File: src/rtl/pc_seq_pkg.sv
// Shared types and constants for the program-counter sequencer.
//   state_t      : sequencer FSM state encoding
//   PC_W_DEF     : default program-counter width (D)
//   CYC_W_DEF    : default cycle-counter width (CW)
//   RSTACK_DEPTH : return-address stack depth (PC_SEQ_CALL_STACK_EN builds)
package pc_seq_pkg;

    typedef enum logic [1:0] {
        ST_IDLE   = 2'd0,
        ST_RELOAD = 2'd1,
        ST_RUN    = 2'd2,
        ST_DONE   = 2'd3
    } state_t;

    localparam int unsigned PC_W_DEF     = 12;
    localparam int unsigned CYC_W_DEF    = 16;
    localparam int unsigned RSTACK_DEPTH = 4;

endpackage

File: src/rtl/ret_stack.sv
// LIFO return-address stack.
// Ports: clk, reset (sync, active-high), push/din write the top entry,
//        pop removes it; dout shows the current top (0 when empty);
//        full/empty flags. A push when full or a pop when empty is ignored.
module ret_stack
    import pc_seq_pkg::*;
#(
    parameter int unsigned W     = PC_W_DEF,
    parameter int unsigned DEPTH = RSTACK_DEPTH
) (
    input  logic         clk,
    input  logic         reset,
    input  logic         push,
    input  logic         pop,
    input  logic [W-1:0] din,
    output logic [W-1:0] dout,
    output logic         full,
    output logic         empty
);

    localparam int unsigned AW   = (DEPTH > 1) ? $clog2(DEPTH) : 1;
    localparam int unsigned CNTW = $clog2(DEPTH + 1);

    logic [W-1:0]    r_mem [DEPTH];
    logic [CNTW-1:0] r_cnt;

    assign full  = (r_cnt == CNTW'(DEPTH));
    assign empty = (r_cnt == '0);
    assign dout  = empty ? '0 : r_mem[AW'(r_cnt - CNTW'(1))];

    // r_cnt is the number of valid entries; the top lives at r_cnt-1
    always_ff @(posedge clk) begin
        if (reset) begin
            r_cnt <= '0;
            for (int i = 0; i < int'(DEPTH); i++) begin
                r_mem[i] <= '0;
            end
        end else if (push && !full) begin
            r_mem[AW'(r_cnt)] <= din;
            r_cnt             <= r_cnt + CNTW'(1);
        end else if (pop && !empty) begin
            r_cnt <= r_cnt - CNTW'(1);
        end
    end

endmodule

File: src/rtl/pc_sequencer.sv
// Program-counter sequencer: drives PC hold / relative / absolute jump
// controls from an IDLE -> RELOAD -> RUN -> DONE FSM and counts RUN cycles.
// Ports: clk, reset (sync, active-high); go, stall, halt, br_valid, br_abs,
//        br_taken, br_target, prog_ctr in; pc_hold, rel_en, abs_en,
//        pc_target, busy, done, cycles out (PC controls are combinational).
// Option: define PC_SEQ_CALL_STACK_EN to add call/ret inputs, a sticky err
//         output and a return-address stack (ret_stack).
module pc_sequencer
    import pc_seq_pkg::*;
#(
    parameter int unsigned D  = PC_W_DEF,
    parameter int unsigned CW = CYC_W_DEF
) (
    input  logic          clk,
    input  logic          reset,
    input  logic          go,
    input  logic          stall,
    input  logic          halt,
    input  logic          br_valid,
    input  logic          br_abs,
    input  logic          br_taken,
    input  logic [D-1:0]  br_target,
    input  logic [D-1:0]  prog_ctr,
    output logic          pc_hold,
    output logic          rel_en,
    output logic          abs_en,
    output logic [D-1:0]  pc_target,
    output logic          busy,
    output logic          done,
    output logic [CW-1:0] cycles
`ifdef PC_SEQ_CALL_STACK_EN
    ,
    input  logic          call,
    input  logic          ret,
    output logic          err
`endif
);

    state_t        r_state;
    state_t        w_next;
    logic [CW-1:0] r_cycles;

`ifdef PC_SEQ_CALL_STACK_EN
    logic         w_push;
    logic         w_pop;
    logic         w_err_set;
    logic [D-1:0] w_top;
    logic         w_full;
    logic         w_empty;
    logic         r_err;

    ret_stack #(.W(D), .DEPTH(RSTACK_DEPTH)) u_ret_stack (
        .clk   (clk),
        .reset (reset),
        .push  (w_push),
        .pop   (w_pop),
        .din   (D'(prog_ctr + D'(1))),
        .dout  (w_top),
        .full  (w_full),
        .empty (w_empty)
    );

    // Overflow/underflow flag, sticky until reset
    always_ff @(posedge clk) begin
        if (reset) begin
            r_err <= 1'b0;
        end else if (w_err_set) begin
            r_err <= 1'b1;
        end
    end

    assign err = r_err;
`else
    // prog_ctr only feeds the return-address stack
    logic w_unused_prog_ctr;
    assign w_unused_prog_ctr = ^prog_ctr;
`endif

    // State register
    always_ff @(posedge clk) begin
        if (reset) begin
            r_state <= ST_IDLE;
        end else begin
            r_state <= w_next;
        end
    end

    // Next state and PC controls; priority in RUN: stall > halt > ret > branch
    always_comb begin
        w_next    = r_state;
        pc_hold   = 1'b0;
        rel_en    = 1'b0;
        abs_en    = 1'b0;
        pc_target = '0;
`ifdef PC_SEQ_CALL_STACK_EN
        w_push    = 1'b0;
        w_pop     = 1'b0;
        w_err_set = 1'b0;
`endif
        case (r_state)
            ST_IDLE, ST_DONE: begin
                pc_hold = 1'b1;
                if (go) begin
                    w_next = ST_RELOAD;
                end
            end
            ST_RELOAD: begin
                abs_en = 1'b1;
                w_next = ST_RUN;
            end
            ST_RUN: begin
                if (stall) begin
                    pc_hold = 1'b1;
                end else if (halt) begin
                    pc_hold = 1'b1;
                    w_next  = ST_DONE;
                end
`ifdef PC_SEQ_CALL_STACK_EN
                // Empty-stack return falls through so the PC just increments
                else if (ret) begin
                    if (w_empty) begin
                        w_err_set = 1'b1;
                    end else begin
                        w_pop     = 1'b1;
                        abs_en    = 1'b1;
                        pc_target = w_top;
                    end
                end
`endif
                else if (br_valid && br_taken) begin
                    pc_target = br_target;
                    if (br_abs) begin
                        abs_en = 1'b1;
`ifdef PC_SEQ_CALL_STACK_EN
                        // Call on a full stack still jumps; the push is dropped
                        if (call) begin
                            if (w_full) begin
                                w_err_set = 1'b1;
                            end else begin
                                w_push = 1'b1;
                            end
                        end
`endif
                    end else begin
                        rel_en = 1'b1;
                    end
                end
            end
            default: begin
                w_next = ST_IDLE;
            end
        endcase
    end

    // Cycle counter: cleared entering RELOAD, saturating count in RUN
    always_ff @(posedge clk) begin
        if (reset) begin
            r_cycles <= '0;
        end else if (w_next == ST_RELOAD && r_state != ST_RELOAD) begin
            r_cycles <= '0;
        end else if (r_state == ST_RUN && r_cycles != '1) begin
            r_cycles <= r_cycles + CW'(1);
        end
    end

    assign cycles = r_cycles;
    assign busy   = (r_state == ST_RELOAD) || (r_state == ST_RUN);
    assign done   = (r_state == ST_DONE);

endmodule

File: config.mk
export PLATFORM = sky130hd
export DESIGN_NAME = pc_sequencer
export DESIGN_NICKNAME = d
export VERILOG_FILES = /design/src/rtl/pc_seq_pkg.sv /design/src/rtl/ret_stack.sv /design/src/rtl/pc_sequencer.sv
export SDC_FILE = /design/constraint.sdc
export NUM_CORES = 1
export LEC_CHECK = 0
export CAP_MARGIN = 0
export CORE_MARGIN = 2
export CORE_UTILIZATION = 40
export CTS_CLUSTER_DIAMETER = 200
export DETAILED_ROUTE_END_ITERATION = 6
export PLACE_DENSITY = 0.85
export REMOVE_ABC_BUFFERS = 1
export SLEW_MARGIN = 20
export SYNTH_ARGS = -nofsm -noshare
export SYNTH_HDL_FRONTEND = slang
export SYNTH_HIERARCHICAL = 1
export SYNTH_SLANG_ARGS = --single-unit
File: constraint.sdc
create_clock -name clk -period 4.3 [get_ports clk]
set_input_delay 0.645 -clock clk [delete_from_list [all_inputs] [get_ports clk]]
set_output_delay 0.645 -clock clk [all_outputs]
set_load 0.02 [all_outputs]
# Word level (Yosys, flattened, before mapping)
# Cells that the tools add are included.
# word_totals
out_inout_bits	33
wordCells	37
ff_bits	18
# classes
eq_ne	6
n_addsub	1
mux	21
reduce_logical	7
# op_table
op	n
2-to-1 mux 12 bit	4
adder 16 x 1 -> 16 bit (second input constant)	1
inequality test 16 bit (second input constant)	1
2-to-1 mux 1 bit	11
2-to-1 mux 2 bit	3
case mux 2 bit (3 select lines)	1
equality test 2 x 1 -> 1 bit (second input constant)	2
equality test 2 bit (second input constant)	2
case mux 1 bit (2 select lines)	2
OR reduction 2 bit	2
logical AND 1 bit	3
logical NOT 2 bit	1
inequality test 2 x 1 -> 1 bit (second input constant)	1
logical OR 1 bit	1

# Depth between registers and ports, before layout
# Gate-level depths: netlist of run 1.
# depth
depth_word	6
depth_mapped	7
ltp_nobuf	6

# Least setup slack after synthesis of run 1
# No wires, ideal clock.
# synth_timing
path_type	register to output
startpoint	register r_state[0]
endpoint	output pc_target[10]
path_slack_ns	2.115
path_buffers	2
t_required_ns	3.655
path_stages_with_launch	8
t_arrival_ns	1.540
path_cell_list	dfxtp_1 -> inv_1 -> ha_1 -> buf_2 -> nand3_1 -> nor3_1 -> clkbuf_1 -> and2_1
# synth_via
elab_chain_len	2
# synth_rtl
item	line	text
start, declared	pc_sequencer.sv:39	state_t r_state;
start signal, assigned	pc_sequencer.sv:84	r_state <= w_next;
equality test 2 bit	pc_sequencer.sv:100	case (r_state)
2-to-1 mux 12 bit	pc_sequencer.sv:100	
end, declared	pc_sequencer.sv:27	output logic [D-1:0] pc_target,
# No other way between the ends.

# Final worst setup path of run 1
# layout_timing
startpoint	register r_state[0]
endpoint	output pc_target[6]
# The elaborated chain is that of the path after synthesis.

==> results.py, run 1 <==
metrics = {
    "pwr": {
        "swShare": 0.3713,
        "clkPwrFrac": 0.196,
        "pwr-share-seq": 0.368,
        "power_switching_w": 0.0001938,
        "vdd_drop_max_mv": 0.3191,
        "leakage_nw": 0.5845,
        "internal-power_w": 0.0003281,
        "power_density_nw_per_um2": 310.6,
        "combPwrFrac": 0.435,
    },
    "route": {
        "vias": 1210,
        "wl_per_cell_um": 13.46,
        "drt_iter0_drc": 22,
        "drc": 0,
        "ant_nets": 0,
        "finalWirelength_um": 2894,
        "dr.pass1.iters": 4,
        "avgViaCountPerCell": 5.628,
    },
    "floorplan": {
        "pin_count": 65,
        "dieArea_um2": 3141,
        "die_x_um": 56.05,
        "core_area_um2": 2522,
        "fp.dieH_um": 56.05,
        "start_util": 0.4296,
        "row_count": 18,
    },
    "sta": {
        "fin_crit_sh": 0.7815,
        "fin_skew_ns": 0.007750,
        "setup_violations": 0,
        "fmax_mhz": 297.6,
        "worstMarginPinSlew_ns": 0.5123,
        "tns_ns": 0,
        "rsz0062_at_grt": "false",
        "hold_viol": 0,
        "slew_viol_final": 0,
        "max_slew_margin": 0.6570,
        "layout_min_cycle_time_ns": 3.360,
    },
    "setup_path": {
        "start_kind": "flop",
        "worstSetupStartpoint": "r_state[0]$_SDFF_PP0_",
        "arrival_ns": 2.72,
        "crit_path_max_fanout": 10,
        "path_class": "flop to output port",
        "required_ns": 3.65,
        "rr_startpoint": "r_state[0]$_SDFF_PP0_",
        "cp-end-kind": "output port",
    },
    "clocking": {
        "ctsHoldBuffers": 0,
        "clock_path_buffers": 2,
        "cts_setup_buffers": 0,
        "cts_inserted_buffers": 3,
        "cts.sinks": 18,
        "insertion_delay_ns": 0.29,
        "path_clk_slew_ns": 0.10,
        "ctsRootBufferMaster": "clkbuf_4",
        "postCtsResizedCells": 0,
        "htree_levels": 1,
        "cts_tree": "built",
    },
    "yosys": {
        "yosys_warnings": 6,
        "syn_area_um2": 1084,
        "synth_area_per_cell_um2": 8.335,
        "yosysSeqAreaShare": 0.3326,
        "synth_cell_types": 27,
        "ys_ff_latch": 18,
        "postSynthCellCount": 130,
    },
    "placed_design": {
        "portBuffers": 52,
        "gp_congestion": 0.7333,
        "hpwlAfterDp_um": 2346,
    },
    "final_layout": {
        "final_common_cell": "clkdlybuf4s50_1",
        "drive_above_1_share": 0.05405,
        "antenna_cells": 0,
        "area_growth_pct": 55.08,
        "finalNetCount": 223,
        "regArea_um2": 360.3,
        "multi_input_area_um2": 688.2,
        "n_fill_cell": 225,
        "mostFrequentLayoutCells": "clkdlybuf4s50_1, dfxtp_1, a21oi_1, and2_1, o31ai_1",
        "final_core_util": 0.6662,
    },
    "global_route": {
        "grt_pass1_wl_um": 4899,
        "grt_pass1_vias": 1182,
        "grt_max_degree": 17,
        "antenna_found_initial": 0,
        "overflow": 0,
        "grt_usage": 0.1876,
    },
    "run_status": {
        "status": "completed",
    },
    "flow_run": {
        "drv_cap": 0,
    },
    "min_path": {
        "hp-class": "flop to flop",
        "min_from": "cycles[15]$_SDFFE_PP0P_",
    },
}
-- registers in the layout, indices dropped and copies added (netlist names) --
signal / cells
cycles: 16
r_state: 2
-- synthesized netlist by cell type, drive strengths merged --
master  instances  area (um^2)
nand2           5        18.77
or3             5        31.28
ha              5        62.56
nor2            6        22.52
and3            1        6.260
o21ai           7        35.03
a21oi          17        85.08
xor2            3        26.28
and2           13        81.33
o31ai           9        67.56
nor4            2        12.51
o211ai          1        7.510
clkbuf          2        7.510
nand2b          1        6.260
o311ai          1        8.760
mux2i           1        10.01
buf             1        5.000
nand3           7        35.03
or4             6        45.04
nor3            3        20.02
inv             6        22.52
dfxtp          18        360.4
nand4           5        43.79
and4            4        35.03
o41ai           1        27.53
-- worst max-delay path, cell delays in order, from the launching register on --
cell and delay (ns):
dfxtp_1 0.38, inv_1 0.10, ha_1 0.43, nand3_1 0.16, nor3_1 0.38, buf_4 0.22
and2_1 0.14, clkdlybuf4s50_1 0.61
-- stage by stage --
stage | total power (W) | instances | cell area [um^2] | setup WS (ns) | hold slack (ns)
final | 0.0005219 | 215 | 1680 | 0.9397 | 0.5224
after global routing | 0.0005519 | 215 | 1680 | 0.6915 | 0.5570
after CTS | 0.0005260 | 215 | 1680 | 0.9459 | 0.5276
after detailed placement | 0.0004214 | 211 | 1644 | 1.109 | 0.5094
after global placement | 0.0004145 | 211 | 1644 | 1.136 | 0.4859
after floorplan | 0.0003205 | 127 | 1071 | 1.836 | 0.4761
-- cell type report --
class / instances / area share
repair buffers: 54 / 0.3187
flip-flops and latches: 18 / 0.2144
well taps: 30 / 0.02234
inverters: 6 / 0.01340
multi-input cells: 103 / 0.4095
clock buffers: 4 / 0.02159
-- routing by layer --
layer / track usage / part of all wire
met4: 0.04082 / 0.010
met5: 0 / 0
met1: 0.2101 / 0.40
met2: 0.3445 / 0.50
met3: 0.05814 / 0.088
-- path summary, 6_finish.rpt --
path,cells past startpoint,end,slack [ns]
worst max register to register,5,cycles[15]$_SDFFE_PP0P_,2.38
worst min-delay path,2,cycles[15]$_SDFFE_PP0P_,0.52
worst min register to register,2,cycles[15]$_SDFFE_PP0P_,0.52
worst max-delay path,7,pc_target[6],0.94
-- kinds of logic after synthesis --
group / synth area share
buffers and inverters: 0.03233
muxes: 0.009238
AOI/OAI and AO/OA: 0.2136
DFF: 0.3326
xor gates and xnor gates: 0.02425
adders and majority gates: 0.05774
and+or+nand+nor: 0.3303
-- power groups by stage --
stage	Combinational (W)	Clock, W	Sequential [W]
floorplan	0.000123	0	0.000197
global placement	0.000220	0	0.000195
detailed placement	0.000226	0	0.000196
CTS	0.000227	0.000107	0.000192
global route	0.000250	0.000109	0.000194
finish	0.000227	0.000102	0.000192
(Power assumes the default switching activity.)
==> run 2, diff against run 1 <==
--- a/config.mk
+++ b/config.mk
@@ -7,10 +7,10 @@
 export LEC_CHECK = 0
 export CAP_MARGIN = 0
 export CORE_MARGIN = 2
-export CORE_UTILIZATION = 40
+export CORE_UTILIZATION = 33
 export CTS_CLUSTER_DIAMETER = 200
 export DETAILED_ROUTE_END_ITERATION = 6
-export PLACE_DENSITY = 0.85
+export PLACE_DENSITY = 0.75
 export REMOVE_ABC_BUFFERS = 1
 export SLEW_MARGIN = 20
 export SYNTH_ARGS = -nofsm -noshare
==> constraint.sdc (replaced) <==
create_clock -name clk -period 2.7 [get_ports clk]
set_input_delay 0.405 -clock clk [delete_from_list [all_inputs] [get_ports clk]]
set_output_delay 0.405 -clock clk [all_outputs]
set_load 0.02 [all_outputs]
==> run 2 against run 1 <==
  * Sequential power up 60%
  * Combinational power up 63%
  * Sequential share of layout area down 0.35 points
  * Global-route usage down 1.2 points
  * Worst setup slack worse by 0.80 ns
  * Critical path type unchanged
  * Largest cell class unchanged
  * Largest power group unchanged
==> results.py, run 2 (same netlist as run 1, synthesis figures left out) <==
metrics = {
    "global_route": {
        "grt_pass1_wl_um": 4995,
        "overflow": 0,
        "grt_max_degree": 17,
        "antenna_found_initial": 0,
        "grt_usage": 0.1759,
        "grt_pass1_vias": 1226,
    },
    "sta": {
        "slew_viol_final": 0,
        "fmax_mhz": 390.7,
        "setup_ws_ns": 0.1402,
        "rsz0062_at_grt": "false",
        "fin_skew_ns": 0.003742,
        "max_slew_margin": 0.6619,
        "hold_viol": 0,
        "setup_violations": 0,
        "worstMarginPinSlew_ns": 0.5050,
        "layout_min_cycle_time_ns": 2.560,
        "tns_ns": 0,
        "fin_crit_sh": 0.9481,
    },
    "setup_path": {
        "path_delay_family": "buffers and inverters",
        "max_stage_delay_ns": 0.65,
        "cp-end-kind": "output port",
        "crit_path_max_fanout": 13,
        "start_kind": "flop",
        "path_class": "flop to output port",
        "cp.buffers_inverters": 3,
        "required_ns": 2.30,
        "arrival_ns": 2.15,
        "slowest_stage": "clkdlybuf4s50_1",
        "reg2reg_slack_ns": 0.90,
        "worstPathCellList": "inv_1, ha_1, nand3_1, nor3_1, buf_4, and2_1, clkdlybuf4s50_1",
    },
    "final_layout": {
        "largest_reg_flops": 16,
        "area_growth_pct": 57.62,
        "antenna_cells": 0,
        "n_fill_cell": 302,
        "multi_input_area_um2": 688.2,
        "regArea_um2": 360.3,
        "drive_above_1_share": 0.05914,
        "finalNetCount": 224,
        "mostFrequentLayoutCells": "clkdlybuf4s50_1, dfxtp_1, a21oi_1, and2_1, o31ai_1",
        "final_common_cell": "clkdlybuf4s50_1",
    },
    "floorplan": {
        "pin_count": 65,
        "row_count": 20,
        "start_util": 0.3520,
        "fp.dieH_um": 61.30,
        "core_area_um2": 3078,
        "die_x_um": 61.30,
        "dieArea_um2": 3758,
    },
    "clocking": {
        "cts_tree": "built",
        "clock_path_buffers": 2,
        "cts_inserted_buffers": 3,
        "ctsHoldBuffers": 0,
        "postCtsResizedCells": 0,
        "cts.sinks": 18,
        "ctsRootBufferMaster": "clkbuf_4",
        "htree_levels": 1,
        "path_clk_slew_ns": 0.11,
        "insertion_delay_ns": 0.29,
        "cts_setup_buffers": 0,
    },
    "route": {
        "highest_layer": "met4",
        "vias": 1230,
        "met3_wirelength_um": 306,
        "drt_iter0_drc": 27,
        "finalWirelength_um": 3096,
        "drc": 0,
        "wl_met2_um": 1486,
        "avgViaCountPerCell": 5.348,
        "drt-met1-wl_um": 1228,
        "dr.pass1.iters": 4,
        "ant_nets": 0,
        "wl_per_cell_um": 13.46,
    },
    "placed_design": {
        "gp_congestion": 0.8258,
        "hpwlAfterDp_um": 2425,
        "pre_cts_ws_ns": 0.2145,
        "portBuffers": 52,
    },
    "flow_run": {
        "drv_cap": 0,
    },
    "pwr": {
        "internal-power_w": 0.0005276,
        "combPwrFrac": 0.437,
        "power_switching_w": 0.0003165,
        "power_w": 0.0008441,
        "leakage_nw": 0.6074,
        "power_density_nw_per_um2": 494.2,
        "clkPwrFrac": 0.198,
        "swShare": 0.3750,
        "pwr-share-seq": 0.365,
        "vdd_drop_max_mv": 0.4066,
    },
    "min_path": {
        "hp-class": "flop to flop",
    },
    "run_status": {
        "status": "completed",
    },
}
-- run 2: final timing paths --
| kind | cells past startpoint | start | end |
|---|---|---|---|
| worst max register to register | 5 | cycles[0]$_SDFFE_PP0P_ | cycles[14]$_SDFFE_PP0P_ |
| worst max-delay path | 7 | r_state[0]$_SDFF_PP0_ | pc_target[9] |
| worst min-delay path | 2 | cycles[15]$_SDFFE_PP0P_ | cycles[15]$_SDFFE_PP0P_ |
| worst min register to register | 2 | cycles[15]$_SDFFE_PP0P_ | cycles[15]$_SDFFE_PP0P_ |
-- run 2: power groups by stage --
stage	sequential, W	combinational [W]	clock (W)
global placement	0.000311	0.000357	0
CTS	0.000307	0.000371	0.000170
finish	0.000308	0.000369	0.000167
floorplan	0.000314	0.000196	0
global route	0.000310	0.000402	0.000180
detailed placement	0.000313	0.000368	0
-- run 2: cell type report --
cell class                      instances  area share
Multi-Input combinational cell        103      0.4029
Inverter                                6     0.01319
Clock buffer                            4     0.02125
Sequential cell                        18      0.2110
Timing Repair Buffer                   55      0.3194
Tap cell                               44     0.03223
-- run 2: worst register-to-register path, cell delays in order (launching register included) --
cell and delay (ns):
dfxtp_1 0.41, ha_1 0.26, and3_1 0.19, o211ai_1 0.21
or4_1 0.52, a21oi_1 0.16
-- run 2: per-layer routing --
metal | vias to the layer above | global-route usage
met4 | 0 | 0.07453
met2 | 60 | 0.3237
met1 | 562 | 0.1777
met3 | 8 | 0.06303
li1 | 600 | -
met5 | - | 0
-- run 2: metrics by stage --
step	std cells	util	cell area (um^2)	hold slack (ns)
after floorplan	127	-	1071	0.4741
after CTS	230	0.5541	1705	0.5302
final	230	0.5549	1708	0.5170
after global placement	226	0.5423	1669	0.4832
after detailed placement	226	0.5423	1669	0.5154
after global routing	230	0.5549	1708	0.5452
